==> src/rtl/bcd_range_counter.sv <==
// ============================================================================
// bcd_range_counter : two-digit BCD up/down counter over MIN..MAX
// Revision 1.0 - initial release
// ============================================================================
`default_nettype none

module bcd_range_counter #(
  parameter int MIN = 0,
  parameter int MAX = 23
) (
  input  logic       CP,
  input  logic       nCR,
  input  logic       En,
  input  logic       Load,
  input  logic       Up,
  input  logic [3:0] DH,
  input  logic [3:0] DL,
  output logic [3:0] CH,
  output logic [3:0] CL,
  output logic       TC
);

  localparam logic [3:0] MIN_H = 4'(MIN / 10);
  localparam logic [3:0] MIN_L = 4'(MIN % 10);
  localparam logic [3:0] MAX_H = 4'(MAX / 10);
  localparam logic [3:0] MAX_L = 4'(MAX % 10);

  logic [3:0] ch_q;
  logic [3:0] cl_q;
  logic [3:0] ch_nxt;
  logic [3:0] cl_nxt;
  logic       cur_legal;
  logic       preset_legal;
  logic       at_max;
  logic       at_min;

  // Range comparison is done digit-wise so no binary value is ever formed.
  function automatic logic is_legal(input logic [3:0] h, input logic [3:0] l);
    logic digits_ok;
    logic ge_min;
    logic le_max;
    digits_ok = (h <= 4'd9) && (l <= 4'd9);
    ge_min    = (h > MIN_H) || ((h == MIN_H) && (l >= MIN_L));
    le_max    = (h < MAX_H) || ((h == MAX_H) && (l <= MAX_L));
    return digits_ok && ge_min && le_max;
  endfunction

  always_comb begin
    cur_legal    = is_legal(ch_q, cl_q);
    preset_legal = is_legal(DH, DL);
    at_max       = (ch_q == MAX_H) && (cl_q == MAX_L);
    at_min       = (ch_q == MIN_H) && (cl_q == MIN_L);
  end

  always_comb begin
    ch_nxt = ch_q;
    cl_nxt = cl_q;
    if (Load) begin
      if (preset_legal) begin
        ch_nxt = DH;
        cl_nxt = DL;
      end else begin
        ch_nxt = MIN_H;
        cl_nxt = MIN_L;
      end
    end else if (En) begin
      if (!cur_legal) begin
        // A single enabled edge lands on the end the counter is heading away from.
        ch_nxt = Up ? MIN_H : MAX_H;
        cl_nxt = Up ? MIN_L : MAX_L;
      end else if (Up) begin
        if (at_max) begin
          ch_nxt = MIN_H;
          cl_nxt = MIN_L;
        end else if (cl_q == 4'd9) begin
          ch_nxt = ch_q + 4'd1;
          cl_nxt = 4'd0;
        end else begin
          cl_nxt = cl_q + 4'd1;
        end
      end else begin
        if (at_min) begin
          ch_nxt = MAX_H;
          cl_nxt = MAX_L;
        end else if (cl_q == 4'd0) begin
          ch_nxt = ch_q - 4'd1;
          cl_nxt = 4'd9;
        end else begin
          cl_nxt = cl_q - 4'd1;
        end
      end
    end
  end

  always_ff @(posedge CP or negedge nCR) begin
    if (!nCR) begin
      ch_q <= MIN_H;
      cl_q <= MIN_L;
    end else begin
      ch_q <= ch_nxt;
      cl_q <= cl_nxt;
    end
  end

  assign CH = ch_q;
  assign CL = cl_q;
  assign TC = En & ~Load & cur_legal & (Up ? at_max : at_min);

endmodule

`default_nettype wire
==> config.mk <==
export PLATFORM = sky130hd
export DESIGN_NAME = bcd_range_counter
export DESIGN_NICKNAME = d
export VERILOG_FILES = /design/src/rtl/bcd_range_counter.sv
export SDC_FILE = /design/constraint.sdc
export NUM_CORES = 1
export LEC_CHECK = 0
export BUFFER_PORTS_ARGS = -buffer_cell sky130_fd_sc_hd__clkbuf_2
export CORE_UTILIZATION = 50
export DETAILED_ROUTE_END_ITERATION = 12
export PLACE_DENSITY = 0.74
export SLEW_MARGIN = 10
export SYNTH_ARGS = -nofsm -noshare
export SYNTH_HDL_FRONTEND = slang
export SYNTH_SLANG_ARGS = --single-unit
==> constraint.sdc <==
create_clock -name CP -period 4.7 [get_ports CP]
set_clock_uncertainty 0.2 [all_clocks]
set_input_delay 0.47 -clock CP [delete_from_list [all_inputs] [get_ports CP]]
set_output_delay 0.47 -clock CP [all_outputs]
set_load 0.01 [all_outputs]
## After elaboration in Yosys (flattened, before gate mapping)

Cells that the tools add are included.

- Register bits: 8
- Latch bits: 0
- Bits in writable memories: 0
- Bits in read-only memories: 0
- Logic and storage cells: 70
- Memories: 0

- $add $sub $neg: 4
- Multiply operators: 0
- Divide/modulo/power cells: 0
- $lt $le $gt $ge: 12
- Equal/unequal tests: 6
- Shifts and indexed selects: 0
- Mux-type cells: 21
- Bitwise operators: 4
- Reduce and logical (&&, ||, !) cells: 21

Operators by type and width:

| cell | number |
|---|---|
| two-way mux 4 bit | 18 |
| <= comparator 4 bit (second input constant) | 4 |
| equality test 4 x 2 -> 1 bit (second input constant) | 3 |
| logical AND 1 bit | 12 |
| logical NOT 4 bit | 3 |
| inequality test 5 x 3 -> 1 bit (second input constant) | 2 |
| adder 4 x 1 -> 4 bit (second input constant) | 2 |
| >= comparator 4 x 1 -> 1 bit (second input constant) | 2 |
| > comparator 4 x 1 -> 1 bit (second input constant) | 2 |
| <= comparator 4 x 2 -> 1 bit (second input constant) | 2 |
| < comparator 4 x 2 -> 1 bit (second input constant) | 2 |
| subtractor 4 x 1 -> 4 bit (second input constant) | 2 |
| equality test 4 bit (second input constant) | 1 |
| logical OR 1 bit | 4 |
| two-way mux 2 bit | 2 |
| bitwise AND 1 bit | 3 |
| AND reduction 3 bit | 1 |
| nonzero test 2 bit | 1 |
| two-way mux 1 bit | 1 |
| NOT 1 bit | 1 |

## Logic depth before layout (Yosys ltp)

Gate-level depths: netlist of the first run.

- Depth after elaboration: 8
- Depth in mapped cells: 7
- Mapped depth without buffers: 7

## Least setup slack after synthesis of the first run

No wires, ideal clock.

- Kind: flip-flop to output port
- From: register cl_q[0], in the netlist CL[0]
- To: output port TC
- Arrival: 1.648 ns
- Data required time: 4.030 ns
- Slack: 2.382 ns
- Cell stages (with the launch flop): 8
- Path buffers: 0
- Cell sequence: dfrtp_1 inv_1 ha_1 or2_2 a211oi_1 nor2_1 nand3_1 nor2_1

- Word-level cells in the longest chain between the ends: 7

RTL lines:

| item | line | text |
|---|---|---|
| start: declaration | 29 | `logic [3:0] cl_q;` |
| start signal: assignment | 101 | `cl_q <= cl_nxt;` |
| >= comparator 4 x 1 -> 1 bit | 43 | `ge_min = (h > MIN_H) \|\| ((h == MIN_H) && (l >= MIN_L));` |
| logical AND 1 bit | 43 |  |
| logical OR 1 bit | 43 |  |
| logical AND 1 bit (2 in series) | 45 | `return digits_ok && ge_min && le_max;` |
| bitwise AND 1 bit | 107 | `assign TC = En & ~Load & cur_legal & (Up ? at_max : at_min);` |
| bitwise AND 1 bit * | 107 |  |
| end: declaration | 20 | `output logic TC` |

Every way passes the cells marked *; elsewhere a longest branch is shown, timed or not.

## Worst setup path after layout of the first run

Same ends and word-level chain as after synthesis.

==> impl_metrics.json, run 1 <==
{
  "yosys.cell_types.count": 43,
  "routabilityCongestion": 0.907,
  "io-pin-count": 22,
  "max-vdd-ir-drop_mv": 0.183,
  "cts.clk_slew.worst_paths_ps": 50,
  "dominantRegCellSynth": "dfrtp_1",
  "post_synth_mux_area_share_pct": 2.23,
  "fmax_ghz": 0.352,
  "cts_tree": "done",
  "fp.coreArea_um2": 1760,
  "power_per_cell_area_nw_per_um2": 367,
  "drt_iter0_markers": 42,
  "wl_cell_um": 14.0,
  "synth-seq-cells": 8,
  "synth_area_um2": 952,
  "num_rows": 15,
  "cts-htree-levels": 1,
  "slew-limit-headroom_pct": 64.9,
  "summed_negative_setup_slack_over_all_endpoints_ps": 0,
  "post_route_cells_drive_above_1_share_pct": 24.3,
  "finalSetupViolations": 0,
  "syn_area_per_cell_um2": 7.87,
  "grt_setup_unrepaired": "false",
  "flow.area_growth_from_synthesis_pct": 15.1,
  "syn-num-nets": 141,
  "cts_buffers": 3,
  "crit_type": "flop to primary output",
  "die_h_um": 45.6,
  "dpl_cell_area_um2": 1060,
  "timing_worst_slew_pin_value_ps": 522,
  "asyncSetResetFlopFracSynth_pct": 100,
  "gr-total-overflow": 0,
  "synthSimpleGateAreaFrac_pct": 29.3,
  "place.port_buffers": 21,
  "filler_cell_count": 195,
  "yosysWarningCount": 0,
  "synth_largest_area_cell": "dfrtp_1",
  "dr.pass1.iters": 4,
  "dr_total_vias": 1010,
  "antennaDiodeCount": 0,
  "clk_latency_ps": 260,
  "synth-edff-count": 0,
  "worstHoldPathType": "primary input to flop",
  "register_area_share_after_synthesis_pct": 21.0,
  "synthTopCellsByArea": "dfrtp_1 (21%), ha_1 (9.2%), nor2_1 (5.9%)",
  "power.internal_uw": 215,
  "worstPathArrival_ps": 2170,
  "final_cell_area_um2": 1100,
  "dieArea_um2": 2080,
  "clockPowerShare_pct": 13.2,
  "yosys.area.top_type_share_pct": 21.0,
  "fin_total_pwr_uw": 403,
  "synthAdderAreaFrac_pct": 9.20,
  "worst_setup_path_startpoint": "CL[0]$_DFFE_PN0P_",
  "slew_violations": 0,
  "critPathLaunchType": "flop",
  "post_layout_nonfiller_instances": 165,
  "netSwitchingPower_uw": 187,
  "synth_xor_xnor_area_share_pct": 2.76,
  "route.antenna.remaining_nets": 0,
  "dominant_combinational_cell_family_by_area_after_synthesis": "compound AO/OA/AOI/OAI gates",
  "synth.most_common_cell": "nor2_1",
  "post-route-period-util_pct": 60.5,
  "timing_hold_violations_final": 0,
  "fin_crit_ps": 2840,
  "cp_max_fo": 8,
  "max_cap_violations": 0,
  "detail_route.vias_per_cell": 6.12,
  "cell_leakage_power_uw": 0.000483,
  "layout.nets": 162,
  "cp-end-kind": "primary output",
  "global_route.usage.total_pct": 26.0,
  "detail_route.wirelength_um": 2310,
  "hold-worst-slack_ps": 280,
  "number_of_global_route_vias_before_repair": 920,
  "power_frac_comb_pct": 58.6,
  "crit_required_ps": 4030,
  "power.share.sequential_pct": 28.2,
  "synth_top_cells_by_count": "nor2_1 (15), o21ai_0 (10), nand3_1 (9), dfrtp_1 (8), nand2_1 (8)",
  "grt_first_pass_wirelength_um": 3950,
  "holdCritStartpoint": "Load",
  "grt_max_degree": 15,
  "clock_tree.buffer_depth": 2,
  "initial_utilization_pct": 54.0,
  "numPlacedInstances": 161,
  "netSwitchingFraction_pct": 46.5,
  "detail_route.drc_violations": 0,
  "die-width_um": 45.6,
  "cts.sinks": 8,
  "antenna_found_initial": 0,
  "synth_cells": 121,
  "synth_compound_area_share_pct": 30.5,
  "regToRegStartpoint": "CH[1]$_DFFE_PN0P_",
  "status": "completed",
  "dp_hpwl_um": 1800,
  "clock-root-buffer": "clkbuf_4"
}
[timing repair]
item,CTS,global route
hold buffers,1,0
endpoints found under the hold margin,8,0
setup buffers,0,0
resized for setup,0,0
[metal layers]
metal | vias up | track usage, % | part of all wire, %
met3 | 4 | 1.59 | 5.0
met4 | 0 | 11.5 | 0.78
li1 | 495 | - | -
met1 | 475 | 36.5 | 47
met2 | 36 | 40.6 | 48
met5 | - | 0 | 0
[area by class of cell]
type | instances | area [um2] | share of cell area [%]
Clock buffer | 3 | 22.5 | 2.05
Multi-Input combinational cell | 101 | 704 | 64.3
Inverter | 6 | 22.5 | 2.05
Timing Repair Buffer | 22 | 115 | 10.5
Tap cell | 25 | 31.3 | 2.85
Sequential cell | 8 | 200 | 18.3
[cells by family after synthesis]
family,count (synthesis)
simple gates,51
xor+xnor,3
fa+ha+maj,7
mux,2
compound gates,38
flops,8
buf+inv,12
[layout by cell type, fill, tap and decap left out, types with 2 or more instances in the layout]
master	instances
a211oi_1	2
nand2_1	8
o21ai_0	10
nand3_1	9
nor3_1	4
and3_1	2
clkbuf_2	21
inv_1	6
o21a_1	2
o211ai_1	3
dfrtp_1	8
a31oi_1	2
a21oi_1	2
clkbuf_4	3
a32oi_1	4
xnor2_1	2
a221oi_1	2
nor3b_2	2
or2_2	3
nor2_1	15
ha_1	7
[state kept, by name (all words and copies together), names as in the netlist]
name and count:
CH 4, CL 4
[critical path, stage by stage, from the launching register on]
cell and delay, ps:
dfrtp_1 460, inv_1 90, ha_1 250, or2_2 340
a211oi_1 320, nor2_1 130, nand3_1 150, nor2_1 60
clkbuf_2 120
[stage by stage]
| stage | worst slack, ps | util, % |
|---|---|---|
| after global routing | 1710 | 62.1 |
| after global placement | 2240 | 60.3 |
| after CTS | 1870 | 62.1 |
| after detailed placement | 2160 | 60.3 |
| after floorplan | 2380 | - |
| final | 1860 | 62.1 |
[final timing paths]
| kind | to | slack [ps] | depth (start not counted) |
|---|---|---|---|
| max | TC | 1860 | 8 |
| min | CH[3]$_DFFE_PN0P_ | 280 | 2 |
| max reg2reg | CH[0]$_DFFE_PN0P_ | 2310 | 6 |
| min reg2reg | CH[2]$_DFFE_PN0P_ | 450 | 2 |
| max in group asynchronous | CH[1]$_DFFE_PN0P_ | 3710 | 2 |
| min in group asynchronous | CL[1]$_DFFE_PN0P_ | 410 | 2 |
[power groups by stage]
stage	clock network, uW	registers [uW]	logic, uW
floorplan	0	106	179
CTS	53.9	113	235
detailed placement	0	114	233
global route	57.6	117	264
finish	53.2	113	236
global placement	0	113	232
Power figures use the tool's default switching activity.
==> inputs of run 2 (changes only) <==
--- a/config.mk
+++ b/config.mk
@@ -6,7 +6,7 @@
 export NUM_CORES = 1
 export LEC_CHECK = 0
 export BUFFER_PORTS_ARGS = -buffer_cell sky130_fd_sc_hd__clkbuf_2
-export CORE_UTILIZATION = 50
+export CORE_UTILIZATION = 48
 export DETAILED_ROUTE_END_ITERATION = 12
 export PLACE_DENSITY = 0.74
 export SLEW_MARGIN = 10
==> constraint.sdc (replaced) <==
create_clock -name CP -period 2.35 [get_ports CP]
set_clock_uncertainty 0.2 [all_clocks]
set_input_delay 0.235 -clock CP [delete_from_list [all_inputs] [get_ports CP]]
set_output_delay 0.235 -clock CP [all_outputs]
set_load 0.01 [all_outputs]
==> impl_metrics.json, run 2 (synthesis results as in run 1) <==
{
  "status": "completed",
  "clock-root-buffer": "clkbuf_4",
  "dr_total_vias": 1067,
  "timing_worst_slew_pin_value_ps": 472,
  "slew_violations": 0,
  "wl_cell_um": 14.8,
  "die-width_um": 46.5,
  "dr.pass1.iters": 4,
  "slew-limit-headroom_pct": 68.3,
  "crit_required_ps": 1910,
  "dpl_cell_area_um2": 1120,
  "post_layout_nonfiller_instances": 176,
  "cp-end-kind": "primary output",
  "clk_latency_ps": 250,
  "fin_crit_ps": 2290,
  "detail_route.vias_per_cell": 6.06,
  "max-vdd-ir-drop_mv": 0.378,
  "topRoutingLayerUsed": "met4",
  "crit_type": "flop to primary output",
  "met1_length_um": 1170,
  "antennaDiodeCount": 0,
  "grt_first_pass_wirelength_um": 4140,
  "worstPathArrival_ps": 1850,
  "cts_buffers": 3,
  "post_route_cells_drive_above_1_share_pct": 35.8,
  "fmax_ghz": 0.438,
  "cts.clk_slew.worst_paths_ps": 50,
  "initial_utilization_pct": 52.8,
  "post-route-period-util_pct": 97.3,
  "routabilityCongestion": 0.853,
  "flow.area_growth_from_synthesis_pct": 29.2,
  "worstHoldPathType": "primary input to flop",
  "route.antenna.remaining_nets": 0,
  "layout.nets": 173,
  "cts.sinks": 8,
  "drt_iter0_markers": 11,
  "grt_max_degree": 15,
  "dp_hpwl_um": 1970,
  "place.port_buffers": 21,
  "number_of_global_route_vias_before_repair": 947,
  "antenna_found_initial": 0,
  "num_rows": 15,
  "power_per_cell_area_nw_per_um2": 784,
  "final_cell_area_um2": 1230,
  "most_frequent_cells_in_the_layout": "clkbuf_2 (20), nor2_1 (14), buf_4 (11), o21ai_0 (10)",
  "cts-htree-levels": 1,
  "finalSetupViolations": 0,
  "cell_leakage_power_uw": 0.000549,
  "cp_max_fo": 4,
  "max_cap_violations": 0,
  "critPathLaunchType": "flop",
  "detail_route.wirelength_um": 2600,
  "detail_route.drc_violations": 0,
  "filler_cell_count": 157,
  "fp.coreArea_um2": 1800,
  "global_route.usage.total_pct": 26.8,
  "route.met2.wl_um": 1260,
  "gr-total-overflow": 0,
  "numPlacedInstances": 168,
  "dieArea_um2": 2170,
  "dr_wl_met3_um": 154,
  "cts_tree": "done",
  "clock_tree.buffer_depth": 2,
  "layout_commonest_cell": "clkbuf_2",
  "timing_hold_violations_final": 0,
  "die_h_um": 46.5,
  "io-pin-count": 22,
  "summed_negative_setup_slack_over_all_endpoints_ps": 0
}
-- run 2: power breakdown --
part	leakage [uW]	switching [uW]	internal (uW)	total (uW)
sequential	0.000106	36.6	164	201
combinational	0.000429	342	317	659
clock	0.0000138	45.9	58.4	104
total	0.000549	425	540	964
-- run 2: metrics by stage --
step | power, uW | util, % | setup WS [ps] | hold slack [ps]
after floorplan | 571 | - | 124 | -261
after global placement | 739 | 61.9 | 77.1 | -107
after detailed placement | 749 | 61.9 | 78.8 | -101
after CTS | 895 | 65.7 | 14.1 | 54.7
after global routing | 1040 | 68.3 | -17.6 | 58.0
final | 964 | 68.3 | 64.5 | 58.7
-- run 2: path summary, 6_finish.rpt --
kind	depth (start not counted)	from	slack [ps]	end
worst max-delay path	7	CH[0]$_DFFE_PN0P_	60	TC
worst min-delay path	2	Load	60	CH[3]$_DFFE_PN0P_
worst max register to register	7	CH[0]$_DFFE_PN0P_	80	CH[0]$_DFFE_PN0P_
worst min register to register	2	CH[2]$_DFFE_PN0P_	450	CH[2]$_DFFE_PN0P_
max in group asynchronous	2	nCR	1600	CH[1]$_DFFE_PN0P_
min in group asynchronous	2	nCR	160	CL[0]$_DFFE_PN0P_
-- run 2: worst max-delay path, stage by stage, from the launching register on --
cell	delay, ps
dfrtp_1	380
inv_2	80
ha_2	210
nor3b_4	270
nand3_2	140
mux2_4	290
nor2_1	100
buf_2	130
-- run 2: routing by layer --
metal	up-vias	global-route usage, %
met5	-	0
met2	40	41.9
li1	517	-
met4	0	7.65
met3	5	2.75
met1	505	38.3
-- run 2: cell type report --
class                   count  area, um2  share of cell area, %
repair buffers             33        198                   16.1
clock buffers               3       22.5                   1.83
inverters                   6       22.5                   1.83
flip-flops and latches      8        200                   16.3
well taps                  25       31.3                   2.54
multi-input cells         101        756                   61.4
-- run 2: repair_timing --
| item | CTS | global route |
|---|---|---|
| hold buffers | 1 | 0 |
| pin swaps | 0 | 3 |
| endpoints found under the setup margin | 1 | 4 |
| setup buffers | 1 | 3 |
| gates resized for setup | 6 | 9 |
| endpoints found under the hold margin | 8 | 0 |
==> inputs of run 3 (changes only) <==
--- a/config.mk
+++ b/config.mk
@@ -6,9 +6,9 @@
 export NUM_CORES = 1
 export LEC_CHECK = 0
 export BUFFER_PORTS_ARGS = -buffer_cell sky130_fd_sc_hd__clkbuf_2
-export CORE_UTILIZATION = 48
+export CORE_UTILIZATION = 45
 export DETAILED_ROUTE_END_ITERATION = 12
-export PLACE_DENSITY = 0.74
+export PLACE_DENSITY_LB_ADDON = 0.1
 export SLEW_MARGIN = 10
 export SYNTH_ARGS = -nofsm -noshare
 export SYNTH_HDL_FRONTEND = slang
==> impl_metrics.json, run 3 (synthesis results as in run 1) <==
{
  "wl_cell_um": 14.9,
  "most_frequent_cells_in_the_layout": "clkbuf_2 (21), nor2_1 (14), buf_4 (14), o21ai_0 (10), nand3_1 (9)",
  "cts-htree-levels": 1,
  "detail_route.wirelength_um": 2690,
  "post-route-period-util_pct": 99.5,
  "die_h_um": 48,
  "routabilityCongestion": 0.892,
  "layout.nets": 176,
  "worstHoldPathType": "primary input to flop",
  "route.antenna.remaining_nets": 0,
  "timing_hold_violations_final": 0,
  "cp-end-kind": "primary output",
  "filler_cell_count": 178,
  "global_route.usage.total_pct": 26.3,
  "io-pin-count": 22,
  "die-width_um": 48,
  "max-vdd-ir-drop_mv": 0.415,
  "drt_iter0_markers": 40,
  "status": "completed",
  "cp_max_fo": 4,
  "fmax_ghz": 0.428,
  "hold-worst-slack_ps": 46.9,
  "cts.sinks": 8,
  "place.port_buffers": 21,
  "slew-limit-headroom_pct": 67.0,
  "final_cell_area_um2": 1240,
  "clock-root-buffer": "clkbuf_4",
  "dieArea_um2": 2300,
  "cts_buffers": 3,
  "number_of_global_route_vias_before_repair": 927,
  "gr-total-overflow": 0,
  "grt_max_degree": 15,
  "flow.area_growth_from_synthesis_pct": 30.6,
  "max_cap_violations": 0,
  "crit_required_ps": 1910,
  "cts_tree": "done",
  "fp.coreArea_um2": 1980,
  "cts.clk_slew.worst_paths_ps": 60,
  "antennaDiodeCount": 0,
  "critPathLaunchType": "flop",
  "power_per_cell_area_nw_per_um2": 801,
  "dp_hpwl_um": 1950,
  "layout_commonest_cell": "clkbuf_2",
  "slew_violations": 0,
  "multiInputGateArea_um2": 743,
  "dpl_cell_area_um2": 1130,
  "dr.pass1.iters": 4,
  "fin_crit_ps": 2340,
  "detail_route.vias_per_cell": 5.87,
  "final-seq-area_um2": 201,
  "detail_route.drc_violations": 0,
  "grt_setup_unrepaired": "true",
  "initial_utilization_pct": 48.0,
  "crit_type": "flop to primary output",
  "worstPathArrival_ps": 1900,
  "antenna_found_initial": 0,
  "cell_leakage_power_uw": 0.000556,
  "clock_tree.buffer_depth": 2,
  "grt_first_pass_wirelength_um": 4090,
  "timing_worst_slew_pin_value_ps": 491,
  "clk_latency_ps": 270,
  "post_route_cells_drive_above_1_share_pct": 34.4,
  "finalSetupViolations": 0,
  "fin_total_pwr_uw": 996,
  "num_rows": 16,
  "dr_total_vias": 1062
}
-- run 3: what timing repair did --
item,in CTS,in global routing
buffers inserted,4,2
endpoints found under the setup margin,1,2
hold endpoints to repair,8,0
resized for setup,5,4
gates cloned,0,0
hold buffers,1,0
pin swaps,2,1
-- run 3: cell type report --
cell class                      count  share of cell area [%]
Multi-Input combinational cell    101                    59.8
Timing Repair Buffer               36                    17.7
Tap cell                           27                    2.72
Clock buffer                        3                    1.81
Sequential cell                     8                    16.2
Inverter                            6                    1.81
-- run 3: stage by stage --
stage	setup TNS, ps	utilization, %	std cells	setup WS (ps)
after floorplan	0	-	121	124
after global placement	0	56.8	171	51.8
after detailed placement	0	56.8	171	60.2
after CTS	0	61.0	179	2.08
after global routing	-111	62.8	181	-111
final	0	62.8	181	11.3
-- run 3: layer usage --
| metal | track usage [%] | wire length (um) |
|---|---|---|
| met1 | 36.3 | 1280 |
| met2 | 39.2 | 1250 |
| met3 | 3.77 | 103 |
| met4 | 14.4 | 61 |
| met5 | 0 | 0 |
-- run 3: critical path, cell delays in order (launching register included) --
cell and delay, ps:
dfrtp_1 380, inv_1 70, ha_1 200, nor3b_4 240
nand3_1 160, mux2_2 320, nor2_1 130, clkbuf_2 140
-- run 3: where the power goes --
part	leakage [uW]	total (uW)	switching, uW	internal [uW]
logic	0.000437	687	358	329
clock network	0.0000138	109	50.6	58.7
registers	0.000105	200	34.2	165
total	0.000556	996	443	554
-- run 3: path summary, 6_finish.rpt --
| path | startpoint | endpoint | slack [ps] | cells after the start |
|---|---|---|---|---|
| setup / recovery | CH[0]$_DFFE_PN0P_ | TC | 10 | 7 |
| hold / removal | Load | CH[3]$_DFFE_PN0P_ | 50 | 2 |
| setup reg to reg | CL[0]$_DFFE_PN0P_ | CH[1]$_DFFE_PN0P_ | 90 | 8 |
| hold reg to reg | CH[2]$_DFFE_PN0P_ | CH[2]$_DFFE_PN0P_ | 460 | 2 |
| max in group asynchronous | nCR | CL[0]$_DFFE_PN0P_ | 1580 | 2 |
| min in group asynchronous | nCR | CH[1]$_DFFE_PN0P_ | 150 | 2 |
